$ cat config.mk
export PLATFORM = sky130hd
export DESIGN_NAME = instr_prefetch_unit
export DESIGN_NICKNAME = d
export VERILOG_FILES = /design/src/rtl/riscv_pkg.sv /design/src/rtl/prefetch_fifo.sv /design/src/rtl/instr_prefetch_unit.sv
export SDC_FILE = /design/constraint.sdc
export NUM_CORES = 1
export LEC_CHECK = 0
export ABC_AREA = 1
export CAP_MARGIN = 20
export CORE_MARGIN = 2
export CORE_UTILIZATION = 45
export DETAILED_ROUTE_END_ITERATION = 8
export HOLD_SLACK_MARGIN = 0.05
export PLACE_DENSITY = 0.76
export REMOVE_ABC_BUFFERS = 1
export SYNTH_ARGS = -nofsm -noshare
export SYNTH_HDL_FRONTEND = slang
export SYNTH_SLANG_ARGS = --single-unit
$ cat constraint.sdc
create_clock -name clk -period 5.9 [get_ports clk]
set_input_delay 1.18 -clock clk [delete_from_list [all_inputs] [get_ports clk]]
set_output_delay 1.18 -clock clk [all_outputs]
set_load 0.05 [all_outputs]
$ cat src/rtl/riscv_pkg.sv
// Shared constants and types for the instruction prefetch path.
package riscv_pkg;

  localparam int          XLEN      = 32;
  localparam logic [31:0] NOP_INSTR = 32'h0000_0013;

  typedef struct packed {
    logic [XLEN-1:0] pc;
    logic [XLEN-1:0] instr;
  } fetch_entry_t;

endpackage

$ cat src/rtl/prefetch_fifo.sv
// In-order queue of {pc, instr} pairs between the memory response path and fetch.
module prefetch_fifo #(
  parameter int WIDTH = 64,
  parameter int DEPTH = 4
) (
  input  logic                     clk,
  input  logic                     rst_n,
  input  logic                     i_push,
  input  logic                     i_pop,
  input  logic                     i_clear,
  input  logic [WIDTH-1:0]         i_data,
  output logic [WIDTH-1:0]         o_data,
  output logic                     o_full,
  output logic                     o_empty,
  output logic [$clog2(DEPTH):0]   o_count
);

  localparam int AW = $clog2(DEPTH);

  logic [WIDTH-1:0] r_mem [DEPTH];
  logic [AW:0]      r_wr_ptr;
  logic [AW:0]      r_rd_ptr;
  logic             w_do_push;
  logic             w_do_pop;

  assign o_count   = r_wr_ptr - r_rd_ptr;
  assign o_empty   = (o_count == '0);
  assign o_full    = (o_count == (AW+1)'(DEPTH));
  assign o_data    = r_mem[r_rd_ptr[AW-1:0]];
  assign w_do_pop  = i_pop && !o_empty && !i_clear;
  // A push into a full queue is legal when the head leaves in the same cycle.
  assign w_do_push = i_push && !i_clear && (!o_full || w_do_pop);

  // NOTE: sequential state uses non-blocking assignments so every register samples pre-edge values.
  always_ff @(posedge clk or negedge rst_n) begin
    if (!rst_n) begin
      r_wr_ptr <= '0;
      r_rd_ptr <= '0;
    end else if (i_clear) begin
      r_wr_ptr <= '0;
      r_rd_ptr <= '0;
    end else begin
      if (w_do_push) r_wr_ptr <= r_wr_ptr + 1'b1;
      if (w_do_pop)  r_rd_ptr <= r_rd_ptr + 1'b1;
    end
  end

  // NOTE: storage is not reset; the pointers alone define which entries are meaningful.
  always_ff @(posedge clk) begin
    if (w_do_push) r_mem[r_wr_ptr[AW-1:0]] <= i_data;
  end

endmodule

$ cat src/rtl/instr_prefetch_unit.sv
// Credit-based instruction prefetcher: issues word fetches, queues responses, flushes on redirect.
module instr_prefetch_unit #(
  parameter int              XLEN            = riscv_pkg::XLEN,
  parameter int              DEPTH           = 4,
  parameter int              MAX_OUTSTANDING = 2,
  parameter logic [XLEN-1:0] RESET_PC        = '0
) (
  input  logic                     clk,
  input  logic                     rst,
  input  logic                     redirect_i,
  input  logic [XLEN-1:0]          redirect_pc_i,
  output logic                     imem_req_o,
  output logic [XLEN-1:0]          imem_addr_o,
  input  logic                     imem_gnt_i,
  input  logic                     imem_rvalid_i,
  input  logic [XLEN-1:0]          imem_rdata_i,
  input  logic                     instr_ready_i,
  output logic                     instr_valid_o,
  output logic [XLEN-1:0]          instr_o,
  output logic [XLEN-1:0]          pc_o,
  output logic [XLEN-1:0]          pc_plus4_o,
  output logic [$clog2(DEPTH):0]   count_o
);

  import riscv_pkg::*;

  localparam int OW = $clog2(MAX_OUTSTANDING + 1);

  logic [XLEN-1:0]   r_fetch_pc;
  logic [XLEN-1:0]   r_rsp_pc;
  logic [OW-1:0]     r_outstanding;
  logic [OW-1:0]     r_drop;
  logic [31:0]       w_credit_used;
  logic              w_gnt;
  logic              w_rsp;
  logic              w_push;
  logic              w_pop;
  logic              w_empty;
  logic              w_full;
  logic [2*XLEN-1:0] w_head;
  logic [XLEN-1:0]   w_redirect_pc;

  // Responses still owed to the queue: stale (dropped) responses need no slot.
  assign w_credit_used = 32'(count_o) + 32'(r_outstanding) - 32'(r_drop);
  // NOTE: req is gated by the async reset so it reads 0 while reset is held.
  assign imem_req_o    = rst && !redirect_i &&
                         (32'(r_outstanding) < 32'(MAX_OUTSTANDING)) &&
                         (w_credit_used < 32'(DEPTH));
  assign imem_addr_o   = r_fetch_pc;
  assign w_gnt         = imem_req_o && imem_gnt_i;
  assign w_rsp         = imem_rvalid_i && (r_outstanding != '0);
  assign w_push        = w_rsp && (r_drop == '0) && !redirect_i;
  assign w_pop         = instr_valid_o && instr_ready_i;
  assign w_redirect_pc = {redirect_pc_i[XLEN-1:2], 2'b00};

  always_ff @(posedge clk or negedge rst) begin
    if (!rst) begin
      r_fetch_pc    <= RESET_PC;
      r_rsp_pc      <= RESET_PC;
      r_outstanding <= '0;
      r_drop        <= '0;
    end else if (redirect_i) begin
      r_fetch_pc    <= w_redirect_pc;
      r_rsp_pc      <= w_redirect_pc;
      r_outstanding <= r_outstanding - OW'(w_rsp);
      r_drop        <= r_outstanding - OW'(w_rsp);
    end else begin
      if (w_gnt) r_fetch_pc <= r_fetch_pc + XLEN'(4);
      r_outstanding <= r_outstanding + OW'(w_gnt) - OW'(w_rsp);
      if (w_rsp) begin
        if (r_drop != '0) r_drop   <= r_drop - 1'b1;
        else              r_rsp_pc <= r_rsp_pc + XLEN'(4);
      end
    end
  end

  prefetch_fifo #(
    .WIDTH (2*XLEN),
    .DEPTH (DEPTH)
  ) u_fifo (
    .clk     (clk),
    .rst_n   (rst),
    .i_push  (w_push),
    .i_pop   (w_pop),
    .i_clear (redirect_i),
    .i_data  ({r_rsp_pc, imem_rdata_i}),
    .o_data  (w_head),
    .o_full  (w_full),
    .o_empty (w_empty),
    .o_count (count_o)
  );

  assign instr_valid_o = !w_empty;
  assign pc_o          = instr_valid_o ? w_head[2*XLEN-1:XLEN] : r_rsp_pc;
  assign instr_o       = instr_valid_o ? w_head[XLEN-1:0] : XLEN'(NOP_INSTR);
  assign pc_plus4_o    = pc_o + XLEN'(4);

  a_gnt_needs_req : assert property (@(posedge clk) disable iff (!rst) imem_gnt_i |-> imem_req_o);
  a_rsp_needs_out : assert property (@(posedge clk) disable iff (!rst) imem_rvalid_i |-> (r_outstanding != '0));
  a_no_overflow   : assert property (@(posedge clk) disable iff (!rst) w_push |-> (!w_full || w_pop));

endmodule

* After elaboration in Yosys (flattened, before gate mapping)
Memories as Yosys holds them, arrays and structs flattened.
Cells that the tools add are included.
** Word-level totals
- Output and inout bits :: 133
- Bits in writable memories :: 256
- Memories kept :: 1
- Input port bits :: 70
- Flip-flop bits (word level) :: 74
** Operators by class
- Multiplexer cells :: 17
- Equality and inequality tests :: 2
- Add/subtract/negate cells :: 12
- Reduce and logical (&&, ||, !) cells :: 27
- Order comparisons :: 2
** Memories
- u_fifo.r_mem :: depth 4, width 64, rd ports 1, clocked after Yosys merged registers in 0, write ports 1, RTL line prefetch_fifo.sv:20 : logic [WIDTH-1:0] r_mem [DEPTH];
** Operator list (number)
- two-way mux 32 bit :: 7
- adder 32 x 3 -> 32 bit (second input constant) :: 3
- < comparator 32 x 3 -> 1 bit (second input constant) :: 1
- nonzero test 2 bit :: 7
- logical AND 1 bit :: 12
- two-way mux 3 bit :: 4
- two-way mux 2 bit :: 4
- adder 3 x 1 -> 3 bit (second input constant) :: 2
- subtractor 4 x 2 -> 5 bit :: 1
- adder 3 x 2 -> 4 bit :: 1
- AND reduction 2 bit :: 2
- subtractor 2 x 1 -> 2 bit :: 2
- equality test 3 bit (second input constant) :: 1
- zero test 1 bit :: 3
- zero test 3 bit :: 1
- subtractor 3 bit :: 1
- adder 2 x 1 -> 2 bit :: 1
- zero test 2 bit :: 1
- < comparator 2 bit (second input constant) :: 1
- two-way mux 1 bit :: 2
- != test 2 bit (second input constant) :: 1
- subtractor 2 x 1 -> 2 bit (second input constant) :: 1
- logical OR 1 bit :: 1

* Depth between registers and ports, before layout
- Word-level depth :: 10
- Depth in mapped cells :: 19
- Mapped depth without buffers :: 19

* Modules after synthesis
A second synthesis with hierarchy kept.
** Second synthesis, totals
- Cell total of the unflattened synthesis :: 1793
- Area total of the unflattened synthesis :: 16437.0 µm²
** Modules (own cells, without submodules)
- prefetch_fifo :: area each 10037.1 µm², sequential area each 7837.5 µm², cells an instance 685, times used 1
- instr_prefetch_unit :: area each 6399.9 µm², sequential area each 1601.5 µm², cells an instance 1108, times used 1

* Worst setup path before layout
OpenSTA, ideal clock, no wires.
- Path type :: reg-to-reg
- From :: reg u_fifo.r_rd_ptr[1]
- To :: reg u_fifo.r_wr_ptr[2]
- Data arrival time :: 5636 ps
- Setup slack :: 169 ps
- Buffers on the path :: 4
- Setup time :: 96 ps
- Cell stages (with the launch flop) :: 15
- Path through :: dfrtp_1 > inv_1 > clkbuf_1 > clkbuf_1 > fa_1 > nor2_4 > nand3_2 > buf_6 > buf_6 > nand3_1 > nand3_1 > nand2_1 > nor2_1 > o21ai_0 > a21oi_1
** Between the ends
- Word-level cells in the longest chain between the ends :: 9
- Elaborated cells between the ends (all ways) :: 11
** Ends and longest elaborated chain
- start: declaration :: RTL line prefetch_fifo.sv:22 : logic [AW:0] r_rd_ptr;
- start signal: assignment :: RTL line prefetch_fifo.sv:44 : if (w_do_pop) r_rd_ptr <= r_rd_ptr + 1'b1;
- subtractor 3 bit (*) :: RTL line prefetch_fifo.sv:26 : assign o_count = r_wr_ptr - r_rd_ptr;
- via count_o[1] :: RTL line instr_prefetch_unit.sv:22 : output logic [$clog2(DEPTH):0] count_o
- zero test 3 bit :: RTL line prefetch_fifo.sv:27 : assign o_empty = (o_count == '0);
- zero test 1 bit :: RTL line prefetch_fifo.sv:30, instr_prefetch_unit.sv:93
- logical AND 1 bit :: RTL line instr_prefetch_unit.sv:53 : assign w_pop = instr_valid_o && instr_ready_i;
- logical AND 1 bit (2 in a row) :: RTL line prefetch_fifo.sv:30 : assign w_do_pop = i_pop && !o_empty && !i_clear;
- logical OR 1 bit (*) :: RTL line prefetch_fifo.sv:32 : assign w_do_push = i_push && !i_clear && (!o_full || w_do_pop);
- logical AND 1 bit (*) :: RTL line prefetch_fifo.sv:32
- nonzero test 2 bit (no line) (*)
- end signal: assignment :: RTL line prefetch_fifo.sv:43 : if (w_do_push) r_wr_ptr <= r_wr_ptr + 1'b1;
- end: declaration :: RTL line prefetch_fifo.sv:21 : logic [AW:0] r_wr_ptr;
Mark *: on every way through the listed nets, which the timed path passes. The rest lies on a longest branch.
A chain may end at the register's enable or synchronous reset.

* Final worst setup path
- From :: reg u_fifo.r_wr_ptr[0]
- To :: out pc_plus4_o[18]
** Between the ends
- Word-level cells in the longest chain between the ends :: 4
** Ends and longest elaborated chain
- subtractor 3 bit :: RTL line prefetch_fifo.sv:26
- zero test 3 bit :: RTL line prefetch_fifo.sv:27
- two-way mux 32 bit :: RTL line instr_prefetch_unit.sv:94 : assign pc_o = instr_valid_o ? w_head[2*XLEN-1:XLEN] : r_rsp_pc;
- adder 32 x 3 -> 32 bit :: RTL line instr_prefetch_unit.sv:96 : assign pc_plus4_o = pc_o + XLEN'(4);
- end: declaration :: RTL line instr_prefetch_unit.sv:21 : output logic [XLEN-1:0] pc_plus4_o,
No other way between the ends.

==> results.md <==
* Run status: finished, final reports clean
* Vertical die dimension at around 190 um
* Worst endpoint required time at 4.72 ns
* Hold Path Cell Cnt at 1
* Initial antenna violation count at 0
* Number of distinct library cells after synthesis at 43
* Hpwl dp at approximately 30 mm
* Gr usage total at 23.53%
* Die boundary width at roughly 190 um
* Most prevalent standard cell on the critical path: sky130_fd_sc_hd__inv_1
* Worst path top cell family by delay: simple AND/OR/NAND/NOR gates
* Fraction of registers with async set or reset after synthesis at 22.01%
* Portion of the post-synthesis area used by sequential elements at 56.88%
* CTS clk-pin slew, worst paths at 0.06 ns
* Clock skew after layout at 0.01568 ns
* PnR worst setup slack at 0.2372 ns
* Post-cts resize count at 0
* N_diodes at 0
* Pre-CTS setup slack at 0.7732 ns
* Sink count of the clock tree at 318
* Main synth FF type: sky130_fd_sc_hd__edfxtp_1
* Wire length on met3 at approximately 3.8 mm
* CP arrival at 4.48 ns
* Maximum Capacitance Violations at 0
* Final critical-path share of the clock period at 95.98%
* Total Nets Final at 2068
* Highest cell delay on the worst timing path at approximately 0.55 ns
* CTS tree: done
* Top routing layer used: met4
* Clock latency on the worst-skew pair at 0.52 ns
* Routed met1 length at 18.62 mm
* Mapped Area at about 16000 sq um
* RePlAce Congestion at 0.8934
* Die footprint at 37470 sq um
* Pin count of the biggest net entering global routing at 74
* Category of the most critical setup path: reg2out
* Routed wirelength normalized by instance count at 18.25 um
* Critical path depth in cells at 14
* Post-CTS setup-driven buffer insertion count at 0
* Sum of routed wire length over all layers at 45.00 mm
* Count of warnings emitted by yosys at 0
* Critical path endpoint category: output pin
* Category of the worst setup path launch point: register
* R2R depth at 19
* Core area at 35480 sq um
* Vias/cell at 5.448
* Hold Path Class: reg2reg
* Worst-case headroom to the max-slew limit at 31.18%
* Fraction of final layout cells sized beyond drive strength 1 at 9.980%
* Measured slew at the worst slew-check pin at 1.032 ns
* Time the worst path needs with I/O delays and setup at between 5 and 6 ns
* Via count of the first global-routing pass at 12870
* DR WL met2 at about 21 mm
* Unrepaired setup endpoints after global routing: no
* Combined buffer and inverter count along the critical path at 4
* First-iteration detailed-routing DRC count at 1111
* Number of iterations in the first detailed-routing pass at 7
* Crit path cell chain: inv_1, ha_1, inv_1, fa_1, nor2_4, nand3_4, o21ai_4, ha_1, nand3_2, inv_1, nand2_1, nor2_1, xor2_1, buf_12
* Number of top-level design ports at ~200
* Filler Cell Count at 3006
* Number of remaining DRC errors at 0
* Top fanout value on the critical path at 46
* Total grt overflow at 0
* Max-slew violations at 0
* Library cell used as clock root buffer: sky130_fd_sc_hd__clkbuf_16
* Wire length of the first global-routing pass at around 70 mm
* Number of port buffers at 194
* Site row count at 69
* Area added between synthesis and finish at 22.09%
* Via count at 13430
* Slowest-stage cell, CP: sky130_fd_sc_hd__fa_1
* Hold buffers post-CTS at 0
* Number of buffers created by CTS at 34
* Clock Path Buffers at 3
* Post-route antenna net violation count at 0
* Final Hold Vio Count at 0
* Number of flops mapped to enable cells by yosys at around 250
* Maximum clock frequency at 176.6 MHz
* Post-synthesis instance total at about 1800
* Final setup violation count at 0
* Maximum level of the CTS H-tree at 2
* Average size of a mapped cell at around 8.9 sq um
* Flip-flop and latch count after synthesis at 318
* Initial Utilization at 45.58%
[flip-flops by register name, summed over array words and instances, names as in the netlist]
signal,count
u_fifo.r_mem,248
imem_addr_o,30
r_rsp_pc,30
u_fifo.r_rd_ptr,3
u_fifo.r_wr_ptr,3
r_drop,2
r_outstanding,2
[layer usage]
layer  GRT usage (%)  up-vias
met5               0        -
met4           8.934        0
met3           3.609       96
met2           38.45      595
met1           31.77     6368
li1                -     6371
[final cells by class]
type                    instances  area [sq um]  area share, %
inverters                     180         678.2          3.434
clock buffers                  45         933.4          4.727
repair buffers                214          2287          11.58
well taps                     461         576.8          2.921
clock inverters                16         142.6         0.7223
multi-input cells            1231          5924          30.00
flip-flops and latches        318          9204          46.61
[cell families (layout without fill, tap and decap cells)]
group | count (synthesis) | after routing | synth area share, %
simple gates | 923 | 923 | 24.01
flops | 318 | 318 | 56.88
buf+inv | 267 | 455 | 6.839
compound gates | 240 | 240 | 8.363
xor+xnor | 43 | 43 | 2.329
fa+ha+maj | 19 | 19 | 1.563
other cells | 1 | 6 | 0.02319
[placed cells by master, fill, tap and decap left out, types with 3 or more instances in the layout]
cell	instances
sky130_fd_sc_hd__nand2_1	549
sky130_fd_sc_hd__edfxtp_1	248
sky130_fd_sc_hd__nor2_1	182
sky130_fd_sc_hd__inv_1	176
sky130_fd_sc_hd__o21ai_0	142
sky130_fd_sc_hd__clkdlybuf4s50_1	99
sky130_fd_sc_hd__buf_4	78
sky130_fd_sc_hd__nand3_1	73
sky130_fd_sc_hd__dfrtp_1	68
sky130_fd_sc_hd__nand4_1	63
sky130_fd_sc_hd__xor2_1	35
sky130_fd_sc_hd__clkbuf_16	35
sky130_fd_sc_hd__buf_12	35
sky130_fd_sc_hd__o22ai_1	30
sky130_fd_sc_hd__a21oi_1	22
sky130_fd_sc_hd__o211ai_1	19
sky130_fd_sc_hd__ha_1	17
sky130_fd_sc_hd__nor3_1	16
sky130_fd_sc_hd__nor2_2	11
sky130_fd_sc_hd__xnor2_1	8
sky130_fd_sc_hd__o221ai_1	8
sky130_fd_sc_hd__clkinv_1	8
sky130_fd_sc_hd__clkbuf_1	8
sky130_fd_sc_hd__nand2_2	7
sky130_fd_sc_hd__o21ai_1	6
sky130_fd_sc_hd__conb_1	6
sky130_fd_sc_hd__nor2_4	5
sky130_fd_sc_hd__nor4_1	4
sky130_fd_sc_hd__a31oi_1	4
sky130_fd_sc_hd__clkinv_2	4
sky130_fd_sc_hd__inv_2	3
sky130_fd_sc_hd__nand2_4	3
sky130_fd_sc_hd__a22oi_1	3
[metrics by stage]
step | std cells | TNS, ns | util [%] | hold slack (ns) | instance area [sq um]
after floorplan | 1729 | -700.40 | - | 0.4969 | 15760
after global placement | 2404 | 0 | 52.61 | 0.5137 | 18670
after detailed placement | 2404 | 0 | 52.61 | 0.5209 | 18670
after CTS | 2465 | 0 | 55.65 | 0.5272 | 19750
after global routing | 2465 | 0 | 55.65 | 0.5605 | 19750
final | 2465 | 0 | 55.65 | 0.5290 | 19750
[worst reg2reg max path, stage by stage, from the launching register on]
cell                      delay (ns)
sky130_fd_sc_hd__dfrtp_1        0.40
sky130_fd_sc_hd__inv_1          0.15
sky130_fd_sc_hd__ha_1           0.17
sky130_fd_sc_hd__inv_1          0.05
sky130_fd_sc_hd__fa_1           0.42
sky130_fd_sc_hd__nand2_4        0.11
sky130_fd_sc_hd__buf_4          0.43
sky130_fd_sc_hd__nand2_2        0.20
sky130_fd_sc_hd__inv_1          0.13
sky130_fd_sc_hd__ha_1           0.26
sky130_fd_sc_hd__nor2_1         0.16
sky130_fd_sc_hd__xnor2_1        0.15
sky130_fd_sc_hd__nor3b_4        0.45
sky130_fd_sc_hd__nand2_4        0.20
sky130_fd_sc_hd__ha_1           0.33
sky130_fd_sc_hd__inv_1          0.04
sky130_fd_sc_hd__ha_1           0.18
sky130_fd_sc_hd__xor2_1         0.16
sky130_fd_sc_hd__xnor2_1        0.14
sky130_fd_sc_hd__o21ai_0        0.09
[Yosys cell counts, types with 2 or more instances]
cell                         n  area (sq um)
sky130_fd_sc_hd__a21oi_1    22         110.1
sky130_fd_sc_hd__a22oi_1     3         22.52
sky130_fd_sc_hd__a31oi_1     4         25.02
sky130_fd_sc_hd__buf_1       8         30.03
sky130_fd_sc_hd__buf_2      23         115.1
sky130_fd_sc_hd__buf_4      12         90.09
sky130_fd_sc_hd__buf_6       4         45.04
sky130_fd_sc_hd__clkbuf_1   40         150.1
sky130_fd_sc_hd__dfrtp_1    70          1752
sky130_fd_sc_hd__edfxtp_1  248          7447
sky130_fd_sc_hd__fa_1        2         40.04
sky130_fd_sc_hd__ha_1       17         212.7
sky130_fd_sc_hd__inv_1     177         664.4
sky130_fd_sc_hd__inv_2       3         11.26
sky130_fd_sc_hd__nand2_1   549          2061
sky130_fd_sc_hd__nand2_2     7         43.79
sky130_fd_sc_hd__nand2_4     3         33.78
sky130_fd_sc_hd__nand3_1    73         365.4
sky130_fd_sc_hd__nand3_2     3         30.03
sky130_fd_sc_hd__nand3b_1    2         15.01
sky130_fd_sc_hd__nand4_1    63         394.1
sky130_fd_sc_hd__nor2_1    186         698.2
sky130_fd_sc_hd__nor2_2     11         68.82
sky130_fd_sc_hd__nor3_1     16         80.08
sky130_fd_sc_hd__nor4_1      4         25.02
sky130_fd_sc_hd__o211ai_1   19         142.6
sky130_fd_sc_hd__o21ai_0   142         710.7
sky130_fd_sc_hd__o21ai_1     6         30.03
sky130_fd_sc_hd__o221ai_1    8         70.07
sky130_fd_sc_hd__o22ai_1    30         187.7
sky130_fd_sc_hd__o31ai_1     2         15.01
sky130_fd_sc_hd__or2_2       2         12.51
sky130_fd_sc_hd__xnor2_1     8         70.07
sky130_fd_sc_hd__xor2_1     35         306.5
[final timing paths]
check / slack (ns) / start / to
min in group asynchronous: 0.66 / rst / imem_addr_o[31]
hold / removal: 0.53 / u_fifo.r_wr_ptr[2] / u_fifo.r_wr_ptr[2]
setup / recovery: 0.24 / u_fifo.r_wr_ptr[0] / pc_plus4_o[18]
hold reg to reg: 0.53 / u_fifo.r_wr_ptr[2] / u_fifo.r_wr_ptr[2]
max in group asynchronous: 4.28 / rst / u_fifo.r_rd_ptr[0]
setup reg to reg: 1.53 / u_fifo.r_wr_ptr[0] / r_outstanding[1]
Power is not shown: default switching activity piles up to over one toggle a cycle in this logic, so the estimate is an artifact.
